[src/rtl/qif_pkg.sv]
// Shared definitions for the QIF neuron, synapse and spike-decoder blocks.
package qif_pkg;

  // Datapath width used across the QIF blocks.
  localparam int QIF_DATA_W = 8;

  // Default decoder widths, shared with the neuron and the synapse blocks.
  localparam int QIF_CNT_W  = 8;   // spike-rate counter width
  localparam int QIF_WIN_W  = 16;  // window-length width
  localparam int QIF_ISI_W  = 16;  // inter-spike-interval timer width

  // Spike-rate decoder states.
  typedef enum logic {
    IDLE  = 1'b0,
    COUNT = 1'b1
  } dec_state_e;

endpackage

[src/rtl/qif_sat_counter.sv]
// Saturating up-counter with clear, load-to-1 and a saturation flag.
// CLR_MAX selects whether clear and reset go to all-ones instead of zero,
// so the same block serves the rate counter and the ISI timer.
module qif_sat_counter #(
  parameter int W       = 8,
  parameter bit CLR_MAX = 1'b0
) (
  input  logic         clk,
  input  logic         rst_n,
  input  logic         clr_i,
  input  logic         load1_i,
  input  logic         inc_i,
  output logic [W-1:0] count_o,
  output logic         sat_o
);

  localparam logic [W-1:0] MAX_VAL = '1;
  localparam logic [W-1:0] CLR_VAL = CLR_MAX ? MAX_VAL : '0;
  localparam logic [W-1:0] ONE     = W'(1);

  logic [W-1:0] count_q;
  logic [W-1:0] count_d;

  assign sat_o   = (count_q == MAX_VAL);
  assign count_o = count_q;

  // Next count: clear wins over load-1, which wins over a saturating increment.
  always_comb begin
    count_d = count_q;
    if (clr_i) begin
      count_d = CLR_VAL;
    end else if (load1_i) begin
      count_d = ONE;
    end else if (inc_i && !sat_o) begin
      count_d = count_q + ONE;
    end
  end

  // Count register.
  always_ff @(posedge clk or negedge rst_n) begin
    if (!rst_n) begin
      count_q <= CLR_VAL;
    end else begin
      count_q <= count_d;
    end
  end

endmodule

[src/rtl/qif_spike_rate_decoder.sv]
// Receive side of the QIF spike interface: converts a 1-bit spike train into
// per-window spike counts plus the most recent inter-spike interval, and hands
// one result per window to a valid/ready consumer.
module qif_spike_rate_decoder
  import qif_pkg::*;
#(
  parameter int CNT_W = QIF_CNT_W,
  parameter int WIN_W = QIF_WIN_W,
  parameter int ISI_W = QIF_ISI_W
) (
  input  logic             clk,
  input  logic             rst_n,
  input  logic             en,
  input  logic             spike_in,
  input  logic [WIN_W-1:0] win_len,
  output logic [CNT_W-1:0] rate_out,
  output logic [ISI_W-1:0] isi_out,
  output logic             sat_out,
  output logic             out_valid,
  input  logic             out_ready,
  output logic             overrun
);

  localparam logic [WIN_W-1:0] WIN_ONE = WIN_W'(1);

  dec_state_e       state_q, state_d;
  logic             spike_q;
  logic [WIN_W-1:0] win_len_q, win_len_d;
  logic [WIN_W-1:0] win_cnt_q, win_cnt_d;
  logic [ISI_W-1:0] isi_last_q, isi_last_d;

  logic [CNT_W-1:0] rate_out_q, rate_out_d;
  logic [ISI_W-1:0] isi_out_q, isi_out_d;
  logic             sat_out_q, sat_out_d;
  logic             out_valid_q, out_valid_d;
  logic             overrun_q, overrun_d;

  logic             spike_edge;
  logic             counting;
  logic             edge_cnt;
  logic             win_close;
  logic             load_result;
  logic [WIN_W-1:0] win_len_eff;

  logic [CNT_W-1:0] rate_cnt;
  logic             rate_sat;
  logic             rate_bump;
  logic [CNT_W-1:0] rate_incl;
  logic             sat_incl;

  logic [ISI_W-1:0] isi_timer;
  logic             isi_timer_sat;
  logic [ISI_W-1:0] isi_now;
  logic [ISI_W-1:0] isi_incl;

  // A held-high level counts once: only the rising edge is a spike.
  assign spike_edge  = spike_in & ~spike_q;
  assign counting    = (state_q == COUNT) && en;
  assign edge_cnt    = counting && spike_edge;
  assign win_len_eff = (win_len == '0) ? WIN_ONE : win_len;
  assign win_close   = counting && (win_cnt_q == (win_len_q - WIN_ONE));

  // Closing-window values include whatever edge arrives on the close cycle.
  assign rate_bump = edge_cnt & ~rate_sat;
  assign rate_incl = rate_cnt + CNT_W'(rate_bump);
  assign sat_incl  = (rate_incl == '1);

  // A saturated timer at an edge means no earlier spike since enable, so the
  // interval is reported as 0 until a second edge arrives.
  assign isi_now  = isi_timer_sat ? '0 : isi_timer;
  assign isi_incl = edge_cnt ? isi_now : isi_last_q;

  // Spike counter for the current window; restarts at every close.
  qif_sat_counter #(
    .W       (CNT_W),
    .CLR_MAX (1'b0)
  ) u_rate_cnt (
    .clk     (clk),
    .rst_n   (rst_n),
    .clr_i   (!counting || win_close),
    .load1_i (1'b0),
    .inc_i   (edge_cnt),
    .count_o (rate_cnt),
    .sat_o   (rate_sat)
  );

  // Cycles since the last edge; runs across window boundaries.
  qif_sat_counter #(
    .W       (ISI_W),
    .CLR_MAX (1'b1)
  ) u_isi_timer (
    .clk     (clk),
    .rst_n   (rst_n),
    .clr_i   (!counting),
    .load1_i (edge_cnt),
    .inc_i   (counting),
    .count_o (isi_timer),
    .sat_o   (isi_timer_sat)
  );

  // Next state, window length/position and the retained interval.
  always_comb begin
    state_d    = state_q;
    win_len_d  = win_len_q;
    win_cnt_d  = win_cnt_q;
    isi_last_d = counting ? isi_incl : '0;
    case (state_q)
      IDLE: begin
        win_cnt_d = '0;
        if (en) begin
          state_d   = COUNT;
          win_len_d = win_len_eff;
        end
      end
      COUNT: begin
        if (!en) begin
          state_d   = IDLE;
          win_cnt_d = '0;
        end else if (win_close) begin
          win_cnt_d = '0;
          win_len_d = win_len_eff;
        end else begin
          win_cnt_d = win_cnt_q + WIN_ONE;
        end
      end
      default: state_d = IDLE;
    endcase
  end

  // Output register and handshake: a close only loads when the slot is free
  // or being drained this cycle; otherwise the result is dropped and flagged.
  always_comb begin
    load_result = win_close && (!out_valid_q || out_ready);
    out_valid_d = out_valid_q;
    rate_out_d  = rate_out_q;
    isi_out_d   = isi_out_q;
    sat_out_d   = sat_out_q;
    overrun_d   = overrun_q;
    if (out_valid_q && out_ready) begin
      out_valid_d = 1'b0;
    end
    if (load_result) begin
      out_valid_d = 1'b1;
      rate_out_d  = rate_incl;
      isi_out_d   = isi_incl;
      sat_out_d   = sat_incl;
    end
    if (state_q == IDLE) begin
      overrun_d = 1'b0;
    end else if (win_close && out_valid_q && !out_ready) begin
      overrun_d = 1'b1;
    end
  end

  // State and datapath registers.
  always_ff @(posedge clk or negedge rst_n) begin
    if (!rst_n) begin
      state_q     <= IDLE;
      spike_q     <= 1'b0;
      win_len_q   <= WIN_ONE;
      win_cnt_q   <= '0;
      isi_last_q  <= '0;
      rate_out_q  <= '0;
      isi_out_q   <= '0;
      sat_out_q   <= 1'b0;
      out_valid_q <= 1'b0;
      overrun_q   <= 1'b0;
    end else begin
      state_q     <= state_d;
      spike_q     <= spike_in;
      win_len_q   <= win_len_d;
      win_cnt_q   <= win_cnt_d;
      isi_last_q  <= isi_last_d;
      rate_out_q  <= rate_out_d;
      isi_out_q   <= isi_out_d;
      sat_out_q   <= sat_out_d;
      out_valid_q <= out_valid_d;
      overrun_q   <= overrun_d;
    end
  end

  assign rate_out  = rate_out_q;
  assign isi_out   = isi_out_q;
  assign sat_out   = sat_out_q;
  assign out_valid = out_valid_q;
  assign overrun   = overrun_q;

endmodule

[config.mk]
export PLATFORM = sky130hd
export DESIGN_NAME = qif_spike_rate_decoder
export DESIGN_NICKNAME = d
export VERILOG_FILES = /design/src/rtl/qif_pkg.sv /design/src/rtl/qif_sat_counter.sv /design/src/rtl/qif_spike_rate_decoder.sv
export SDC_FILE = /design/constraint.sdc
export NUM_CORES = 1
export LEC_CHECK = 0
export CAP_MARGIN = 10
export CORE_ASPECT_RATIO = 1.5
export CORE_MARGIN = 2
export CORE_UTILIZATION = 55
export DETAILED_ROUTE_END_ITERATION = 10
export PLACE_DENSITY_LB_ADDON = 0.08
export SYNTH_ARGS = -nofsm -noshare
export SYNTH_HDL_FRONTEND = slang
export SYNTH_SLANG_ARGS = --single-unit
[constraint.sdc]
create_clock -name clk -period 3.3 [get_ports clk]
set_input_delay 0.99 -clock clk [delete_from_list [all_inputs] [get_ports clk]]
set_output_delay 0.99 -clock clk [all_outputs]
set_load 0.01 [all_outputs]
==> summary.txt <==
Finish
  • Filler-free cell count of the finished design: 731
  • Nets: 638
  • P&R area growth vs syn: 19.8%
  • Final core occ: 67.0%
  • Antenna cells: 0
  • Layout cells sized above 1: 11.7%

Synth
  • Post-synthesis sequential area ratio: 47.9%
  • Synth area leader: dfrtp_1
  • Number of synthesized flops with an enable pin: 0
  • Count of cell types in the netlist: 54
  • Mean post-synth cell area: 9.54 um^2
  • Number of synthesis warnings: 0
  • Cell count after synthesis: 558
  • Synth area leaders: dfrtp_1 39%, dfstp_2 8.4%, xor2_1 5.4%
  • Top post-synthesis cells by count: 84 x dfrtp_1, 69 x nor2_1, 54 x nand2_1
  • Async SR Flop Fraction: 100%
  • Most frequent cell after synthesis: dfrtp_1
  • Synth top area share: 39.5%
  • Mapped Nets: 585
  • Top_reg_cell synth: dfrtp_1
  • Yosys reg bits: 101
  • Synth Cell Area: 5320 um^2

Clock network
  • Clock Sinks: 101
  • Postcts setup bufs: 0
  • CTS tree: yes
  • Worst skew pair latency: 0.34 ns
  • Worst-path clk slew: 0.07 ns
  • CTS Buffer Depth: 2
  • Root Driver: clkbuf_16
  • CTS H-Tree Depth: 3
  • Inserted Clock Buffers: 9

Min path
  • Hold Startpoint: rate_out[6]
  • Hold crit path type: reg2reg
  • Hold Path Sink: rate_out[6]
  • Cell count of the worst hold path: 1

Placed design
  • GPL Wtd Cong: 0.905
  • Dpl hpwl: 8870 um
  • PortBufs: 47
  • Placed insts: 715

Floorplanning
  • Starting Density: 55.9%
  • # IOs: 48
  • Core Area: 9520 um^2
  • Number of core rows: 44
  • Die X: 84.3 um
  • Die footprint: 10,500 um^2
  • Die Y-Extent: 124 um

Route
  • Initial drt markers: 206
  • Routed via count: 4,342
  • Metal2 WL: 6540 um
  • Drt pass-1 iters: 5
  • Drt wl/cell: 16.9 um
  • DRT met1 WL: 4850 um
  • Metal3 WL: 390 um
  • Post-route ant nets: 0
  • Highest Signal Layer: met4
  • Final routed DRC violation total: 0
  • Drt via density: 5.94
  • Detailed Route WL: 12,300 um

Global routing
  • Antenna violations before repair: 0
  • Pin count of the biggest net entering global routing: 46
  • Total GRT Usage: 25.0%
  • Global route total overflow: 0
  • Vias in the first global route: 4,513
  • Global-route wire length before repair: 21,300 um

Pwr
  • Leak pwr: 2.74 nW
  • Pwr/cell area: 584 nW/um^2
  • Total power: 3.73 mW
  • Sw Share: 32.5%
  • Psw: 1.21 mW
  • Gate power share: 28.8%
  • Clk pwr share: 29.3%
  • Peak supply drop: 0.000445 V
  • Reg power frac: 42.0%
  • Int Pwr: 2.51 mW

STA
  • Final period util: 94.3%
  • Skew final: 0.00628 ns
  • Hold_ws: 0.495 ns
  • Minimum clock period: 3.11 ns
  • Final hold vios: 0
  • Setup_tns: 0 ns
  • Setup-failing EPs final: 0
  • FMAX: 321 MHz
  • Worst-margin pin slew: 0.761 ns
  • Relative slew slack: 49.3%
  • Slew Limit Fails: 0
  • RSZ-0062 raised after global routing: no

Critical path
  • Critical Path Fanout Max: 19
  • Slowest stage cell, crit path: or4_1
  • Critical path capture point type: flop
  • Top delay family on crit path: simple AND/OR/NAND/NOR gates
  • CP required: 3.51 ns
  • CP Buf/Inv Count: 1
  • CP Cell Sequence: or4_1, or3_4, or4_1, a32oi_1, buf_4, a21oi_2, a22oi_1, o211ai_1
  • FF-to-FF End: win_len_q[10]
  • Most frequent cell on the critical path: or4_1
  • Worst Setup Path Type: reg2reg
  • FF-to-FF Start: win_len_q[8]
  • Reg2Reg Depth: 8
  • Critical path launch point type: flop
  • Slowest stage delay, CP: 0.55 ns
  • R2R Setup Slk: 0.19 ns
  • Critical path arrival: 3.32 ns

Run
  • Maxcap violations: 0

Run status
  • Run status: complete, no violations
==> cell usage in the layout, fill, tap and decap left out, types with 6 or more instances in the layout <==
master	count
dfstp_2	17
a22oi_1	15
nand3_1	18
o211ai_1	20
nor3_1	7
xor2_1	33
a21oi_1	20
xnor2_1	27
and3_1	13
nor2_1	69
nand2_1	54
ha_1	6
inv_1	25
clkbuf_16	10
mux2i_1	19
nor4_1	6
dfrtp_1	84
buf_4	23
clkdlybuf4s50_1	46
nand4_1	20
o21ai_0	18
==> registers in the layout, summed over array words and instances (netlist names), 8 cells and up <==
| name | count |
|---|---|
| isi_last_q | 16 |
| u_isi_timer.count_o | 16 |
| win_cnt_q | 16 |
| rate_out | 8 |
| u_rate_cnt.count_o | 8 |
| win_len_q | 16 |
| isi_out | 16 |
==> layer usage <==
| layer | vias up | GRT usage (%) |
|---|---|---|
| li1 | 2037 | - |
| met1 | 2156 | 28.5 |
| met2 | 113 | 44.4 |
| met3 | 36 | 4.31 |
| met4 | 0 | 12.3 |
| met5 | - | 0 |
==> layout make-up <==
| cell class | count | area, um^2 |
|---|---|---|
| clock buffers | 13 | 292 |
| clock inverters | 3 | 22.5 |
| fillers | 776 | 3150 |
| inverters | 25 | 93.8 |
| multi-input cells | 400 | 2540 |
| flip-flops and latches | 101 | 2550 |
| well taps | 115 | 144 |
| repair buffers | 74 | 733 |
==> kinds of logic (layout without fill, tap and decap cells) <==
kind of cell,Yosys count,after routing,synth area share [%]
AND/OR/NAND/NOR,218,218,20.1
flip-flops,101,101,47.9
AO/OA/AOI/OAI,89,89,10.9
XOR/XNOR,60,60,9.87
buffers and inverters,57,115,4.61
multiplexers,27,27,5.27
adder cells (fa/ha/maj),6,6,1.41
==> metrics by stage <==
step,worst slack [ns],area (um^2)
after global placement,0.171,6050
final,0.189,6380
after detailed placement,0.0899,6050
after CTS,0.0810,6370
after global routing,0.0249,6380
after floorplan,0.295,5320
==> power groups by stage <==
stage | logic [mW] | clock network [mW] | registers [mW]
global placement | 1.05 | 0 | 1.57
finish | 1.07 | 1.09 | 1.56
detailed placement | 1.07 | 0 | 1.58
CTS | 1.08 | 1.11 | 1.56
floorplan | 0.796 | 0 | 1.54
global route | 1.20 | 1.16 | 1.58
==> worst max-delay path by stage <==
| stage | slack (ns) | to | cells after the start | start |
|---|---|---|---|---|
| after floorplan | 0.29 | sat_out | 10 | en |
| after global placement | 0.17 | sat_out | 10 | spike_in |
| after detailed placement | 0.09 | sat_out | 10 | spike_in |
| after CTS | 0.08 | isi_out[6] | 11 | win_len_q[1] |
| after global routing | 0.02 | isi_out[9] | 11 | win_len_q[1] |
| final | 0.19 | win_len_q[10] | 8 | win_len_q[8] |
==> what timing repair did <==
action | 4_1_cts | 5_1_grt
endpoints found under the setup margin | 0 | 36
hold buffers | 0 | 0
gates resized for setup | 0 | 1
Power figures use the tool's default switching activity.
